<file path="src/rtl/register_write_arbiter_pkg.sv">
// Shared definitions for the register write arbiter: FSM encoding and a
// round-robin pointer helper.
package register_write_arbiter_pkg;

  localparam logic [0:0] ST_IDLE   = 1'b0;
  localparam logic [0:0] ST_COMMIT = 1'b1;

  // Index following idx in a ring of r requesters.
  function automatic int rr_next(input int idx, input int r);
    return (idx == r - 1) ? 0 : idx + 1;
  endfunction

endpackage

</file>
<file path="src/rtl/register_write_arbiter_rr_arbiter.sv">
// Combinational round-robin picker: the first eligible requester at or after
// rr_ptr (cyclically) wins. Produces both a one-hot grant and its index.
module rr_arbiter #(
  parameter int R   = 4,
  parameter int IDW = 2
) (
  input  logic [R-1:0]   eligible,
  input  logic [IDW-1:0] rr_ptr,
  output logic [R-1:0]   gnt,
  output logic [IDW-1:0] gnt_idx
);

  // Scan R positions starting at rr_ptr; the first hit is latched by 'found'.
  always_comb begin
    logic           found;
    int unsigned    c;
    logic [IDW-1:0] c_idx;
    gnt     = '0;
    gnt_idx = '0;
    found   = 1'b0;
    c       = 0;
    c_idx   = '0;
    for (int k = 0; k < R; k++) begin
      c     = (int'(rr_ptr) + k) % R;
      c_idx = IDW'(c);
      if (!found && eligible[c_idx]) begin
        found      = 1'b1;
        gnt[c_idx] = 1'b1;
        gnt_idx    = c_idx;
      end
    end
  end

endmodule

</file>
<file path="src/rtl/register_write_arbiter.sv">
// Shares one N-bit register among R requesters. A grant is taken in IDLE and
// committed one clock later in COMMIT, so at most one write lands every two
// clocks. ack pulses for one cycle per committed write; owner reports the
// requester behind the last commit.
module register_write_arbiter
  import register_write_arbiter_pkg::*;
#(
  parameter int N   = 4,
  parameter int R   = 4,
  parameter int IDW = $clog2(R)
) (
  input  logic           clk,
  input  logic           reset,
  input  logic [R-1:0]   req,
  input  logic [R*N-1:0] din,
  input  logic           clear,
  output logic [R-1:0]   ack,
  output logic [N-1:0]   qout,
  output logic [IDW-1:0] owner,
  output logic           valid,
  output logic           busy
);

  logic [0:0]     state;
  logic [IDW-1:0] rr_ptr;
  logic [IDW-1:0] gnt_idx_q;
  logic [R-1:0]   gnt_oh_q;
  logic [N-1:0]   data_q;

  logic [R-1:0]   eligible;
  logic [R-1:0]   gnt;
  logic [IDW-1:0] gnt_idx;

  // A requester whose ack is high this cycle may still be holding req a
  // cycle late; masking it prevents a second write of the same data.
  assign eligible = req & ~ack;
  assign busy     = (state == ST_COMMIT);

  rr_arbiter #(.R(R), .IDW(IDW)) u_rr (
    .eligible (eligible),
    .rr_ptr   (rr_ptr),
    .gnt      (gnt),
    .gnt_idx  (gnt_idx)
  );

  // Two-state grant/commit FSM with the shared register and handshake outputs.
  always_ff @(posedge clk) begin
    if (reset) begin
      state     <= ST_IDLE;
      rr_ptr    <= '0;
      gnt_idx_q <= '0;
      gnt_oh_q  <= '0;
      data_q    <= '0;
      qout      <= '0;
      owner     <= '0;
      valid     <= 1'b0;
      ack       <= '0;
    end else begin
      case (state)
        ST_IDLE: begin
          ack <= '0;
          // clear empties the register but does not block arbitration.
          if (clear) begin
            qout  <= '0;
            valid <= 1'b0;
          end
          if (|eligible) begin
            gnt_idx_q <= gnt_idx;
            gnt_oh_q  <= gnt;
            data_q    <= din[int'(gnt_idx)*N +: N];
            state     <= ST_COMMIT;
          end
        end
        default: begin
          // A concurrent clear supersedes the write; the requester is still
          // acked and the pointer still advances, so nothing is retried.
          qout   <= clear ? '0 : data_q;
          valid  <= ~clear;
          owner  <= gnt_idx_q;
          ack    <= gnt_oh_q;
          rr_ptr <= IDW'(rr_next(int'(gnt_idx_q), R));
          state  <= ST_IDLE;
        end
      endcase
    end
  end

endmodule
</file>
<file path="config.mk">
export PLATFORM = sky130hd
export DESIGN_NAME = register_write_arbiter
export DESIGN_NICKNAME = d
export VERILOG_FILES = /design/src/rtl/register_write_arbiter_pkg.sv /design/src/rtl/register_write_arbiter_rr_arbiter.sv /design/src/rtl/register_write_arbiter.sv
export SDC_FILE = /design/constraint.sdc
export NUM_CORES = 1
export LEC_CHECK = 0
export CORE_ASPECT_RATIO = 0.9
export CORE_MARGIN = 5
export CORE_UTILIZATION = 36
export DETAILED_ROUTE_END_ITERATION = 10
export HOLD_SLACK_MARGIN = 0.03
export PLACE_DENSITY_LB_ADDON = 0.2
export SLEW_MARGIN = 20
export SYNTH_ARGS = -nofsm -noshare
export SYNTH_HDL_FRONTEND = slang
export SYNTH_SLANG_ARGS = --single-unit
</file>
<file path="constraint.sdc">
create_clock -name clk -period 5.75 [get_ports clk]
set_input_delay 0.575 -clock clk [delete_from_list [all_inputs] [get_ports clk]]
set_output_delay 0.575 -clock clk [all_outputs]
set_load 0.02 [all_outputs]
</file>
# After elaboration in Yosys (flattened, before gate mapping)
# Index checks and enable logic that the tools add are counted.
# op_classes
n_eq_ne,1
n_reduce_logical,15
muxes,34
shift,1
add_sub_neg,4
multipliers,0
div,0
n_lt_le_gt_ge,8
bitwise,7
# op_table
cell,n
4-bit 2-to-1 mux,7
16-bit by 5-bit indexed part select with 4-bit output,1
1-bit 2-to-1 mux,14
2-bit by 3-bit less-than comparator with 1-bit output (second input constant),4
4-bit bitwise OR,3
2-bit 2-to-1 mux,5
1-bit binary-select mux with 2-bit select,4
1-bit demux with 2-bit select,4
2-bit by 1-bit >= comparator with 1-bit output (second input constant),4
1-bit logical AND,7
2-bit by 1-bit adder with 2-bit output (second input constant),2
2-bit adder (second input constant),2
4-bit bitwise AND,1
4-bit NOT,1
2-bit OR reduction,2
4-bit OR reduction,1
1-bit logical NOT,3
2-bit by 1-bit equality test with 1-bit output (second input constant),1
1-bit NOT,2
2-bit AND reduction,1
2-bit nonzero test,1
# totals
input_bits,23
word_cells,79
reg_bits,24
ramBits,0
latch_bits,0
output_inout_bits,12
romBits,0
n_memories,0

# Logic depth before layout (Yosys ltp)
# depth
depth_word,15
mapped_depth,10
mapped_depth_nobuf,8

# Cells and area by module
# From an unflattened synthesis, not the netlist that was laid out.
# unflattened
cells_unflattened,133
hier_area_um2,1387.6
# by_module_without_submodules
module,seq_area_each_um2,n_inst,area_each_um2,cells_per_inst
register_write_arbiter,480.5,1,948.4,85
rr_arbiter,0.0,1,439.2,48

# Worst setup path after synthesis
# OpenSTA, ideal clock, no wires.
# synth_timing
path_kind,register to register
start,register rr_ptr[0]
end,register gnt_oh_q[0]
stages_incl_launch_ff,9
period_less_slack_ps,2127
path_buffers,2
required_time_ps,5659
arrival_time_ps,2036
slack_ps,3623
setup_ps,91
path_cell_list,dfxtp_1 buf_6 inv_2 ha_1 buf_4 mux2i_1 o31ai_1 a221oi_1 a311oi_1
# synth_between
elab_chain_len,12
word_cells_on_any_way,47
classes_between,add/sub: 3; order compare: 8; mux: 23; bitwise: 3; reduce/logical: 10
# synth_rtl
item,line_no,source
start: declaration,register_write_arbiter.sv:25,logic [IDW-1:0] rr_ptr;
start signal: assignment,register_write_arbiter.sv:81,"rr_ptr <= IDW'(rr_next(int'(gnt_idx_q), R));"
"parallel branches: the longest is 11 deep, another holds 2-bit by 3-bit less-than comparator with 1-bit output",-,
4-bit 2-to-1 mux *,register_write_arbiter_rr_arbiter.sv:26,if (!found && eligible[c_idx]) begin
end signal: assignment,register_write_arbiter.sv:69,gnt_oh_q <= gnt;
end: declaration,register_write_arbiter.sv:27,logic [R-1:0] gnt_oh_q;
# Every way passes the cells marked *. The select of a mux whose other input is x is not followed.
# A chain may end at the register's enable or synchronous reset.

# Final worst setup path
# layout_timing
start,register rr_ptr[0]
end,register gnt_oh_q[3]
# The elaborated chain is that of the path after synthesis.

==> flow_summary.yaml <==
status:
  status: "finished, final reports clean"
route:
  via_per_inst: 5.52
  num_vias: 1375
  drt-wirelength-per-cell_um: 15.8
  dr.pass1.iters: 4
  drt-initial-drc-count: 108
  wirelength_um: 3940
  ant_nets: 0
  drc: 0
cts:
  cts_made_buffers: 3
  clk_root_buffer_cell: "clkbuf_8"
  cts_hold_buffers: 0
  h-tree-depth: 1
  post_cts_buffers: 0
  cts_tree: "done"
  clockBufferDepth: 2
  ctsResizeCount: 0
  cts.sinks: 24
  clk_pin_slew_worst_paths_ns: 0.09
  clk-insertion-delay-late_ns: 0.26
critical_path:
  cp.arrival_ns: 3.00
  startpoint_type: "flop"
  crit_path_end_kind: "flop"
  required_ns: 5.91
  crit_type: "reg -> reg"
  cp_max_fo: 15
synth:
  synth_top_area_share: 0.310
  synthFlopType: "dfxtp_1"
  syn-cell-area_sq_um: 1550
  synth.avg_cell_area_sq_um: 9.02
  synth-edff-count: 0
  synth_seq_cells: 24
  ys_seq_area_frac: 0.310
  synth_top_area_cell: "dfxtp_1"
  syn_inst: 172
  synthArstFlopShare: 0
  synthDistinctLibCells: 43
  synth.area.top_cells: "dfxtp_1, mux2i_1, ha_1"
  synth_nets: 204
  synth.yosys.warnings: 0
final_layout:
  final_cell_mix: "clkdlybuf4s50_1, dfxtp_1, nor2_1, nand2_1, mux2i_1"
  final_util: 0.475
  fillers: 410
  final_common_cell: "clkdlybuf4s50_1"
  nets: 234
  antenna_cells: 0
  drive_gt1_frac: 0.0896
  layout.cells.non_filler: 249
  syn_to_final_growth_pct: 26.3
  multiInputGateArea_sq_um: 996
  seq_area_sq_um: 480
floorplanning:
  initial_core_util: 0.376
  io_pins: 35
  core_sq_um: 4130
  core.rowCount: 22
  die_w_um: 79.2
  die_y_um: 72.3
  die_area_sq_um: 5720
placement:
  dp_cells: 245
  dp.final_hpwl_um: 3070
  portBuffers: 34
  pre_cts_slack_ns: 2.95
  place.gp.congestion: 0.842
global_route:
  first_global_vias: 1322
  grt_max_degree: 22
  grt_pass1_wl_um: 6400
  grt_usage: 0.139
  grt-ovfl-total: 0
  antenna_found_initial: 0
timing:
  min_period_over_period: 0.495
  hold_violations: 0
  skew_ns: 0.00378
  worst_pin_slew_ns: 0.773
  period_minus_slack_ns: 2.85
  finalMaxSlewViolations: 0
  tns_ns: 0
  finalSetupViolCount: 0
  timing.final.ws_setup_ns: 2.90
  rsz0062_at_grt: "false"
  clock.fmax_mhz: 351
  slew_headroom: 0.478
job:
  drv_cap: 0
power:
  p_leak_nw: 0.746
  ir_drop_mv: 0.164
  powerDensity_nw_per_um2: 249
min_path:
  hold_path_class: "reg -> reg"
-- worst max-delay path, cell delays in order (launching register included) --
cell and delay (ns):
dfxtp_1 0.66, inv_2 0.23, ha_1 0.60, mux2i_1 0.18
o31ai_1 0.56, a221oi_1 0.19, a311oi_1 0.31
-- cell families (layout without fill, tap and decap cells) --
group | Yosys count | count (layout) | share of synthesized area
and+or+nand+nor | 65 | 65 | 0.231
AOI/OAI and AO/OA | 49 | 49 | 0.247
DFF | 24 | 24 | 0.310
muxes | 13 | 13 | 0.0919
buffers and inverters | 12 | 41 | 0.0484
adders and majority gates | 9 | 9 | 0.0726
-- cell type report --
| class | count | area share |
|---|---|---|
| multi-input cells | 136 | 0.508 |
| flip-flops and latches | 24 | 0.245 |
| repair buffers | 34 | 0.174 |
| clock buffers | 3 | 0.0211 |
| clock inverters | 1 | 0.0153 |
| inverters | 3 | 0.00575 |
| well taps | 48 | 0.0307 |
-- path summary, 6_finish.rpt --
check	start	end	slack (ns)	cells past startpoint
worst min-delay path	gnt_oh_q[2]$_SDFFE_PP0P_	ack[2]$_SDFF_PP0_	0.46	1
worst max register to register	rr_ptr[0]$_SDFFE_PP0P_	gnt_oh_q[3]$_SDFFE_PP0P_	2.90	6
worst max-delay path	rr_ptr[0]$_SDFFE_PP0P_	gnt_oh_q[3]$_SDFFE_PP0P_	2.90	6
worst min register to register	gnt_oh_q[2]$_SDFFE_PP0P_	ack[2]$_SDFF_PP0_	0.46	1
-- synthesized netlist by cell type (2+ instances only) --
library cell,count
mux2i_1,12
o21ai_0,6
nand2_1,13
buf_6,3
a21boi_0,4
clkbuf_1,3
nand3b_1,5
o31ai_1,5
nand2b_1,3
nor3_1,6
a21oi_1,4
nand3_1,6
o21a_1,2
a311oi_1,4
and2_1,5
buf_4,2
dfxtp_1,24
nor2_1,14
ha_1,9
a31oi_1,2
o211a_1,4
nand2b_4,2
nor2_2,2
a221oi_1,6
a211oi_1,4
and2b_2,3
nor2b_1,2
inv_2,2
-- metrics by stage --
step	hold slack, ns	cell area (sq um)	total power (W)
after detailed placement	0.448	1890	0.000344
after floorplan	0.431	1550	0.000303
after global routing	0.494	1960	0.000521
final	0.465	1960	0.000489
after global placement	0.448	1890	0.000341
after CTS	0.470	1960	0.000494
-- where the power goes --
part / total, W / switching (W) / internal [W]
Combinational: 0.000144 / 0.0000786 / 0.0000657
Clock: 0.000147 / 0.0000539 / 0.0000930
Sequential: 0.000197 / 0.0000164 / 0.000181
Total: 0.000489 / 0.000149 / 0.000340
-- flip-flops by register name, summed over array words and instances, names as in the netlist --
| name | flops |
|---|---|
| ack | 4 |
| busy | 1 |
| data_q | 4 |
| gnt_idx_q | 2 |
| gnt_oh_q | 4 |
| owner | 2 |
| qout | 4 |
| rr_ptr | 2 |
| valid | 1 |
-- metal layers --
metal	track usage	share of wire	up-vias	wire length (um)
met1	0.186	0.47	641	1840
met5	0	0	-	0
met3	0.0323	0.036	6	140
li1	-	-	695	-
met2	0.229	0.48	33	1900
met4	0.0305	0.013	0	52
(Power assumes the default switching activity.)
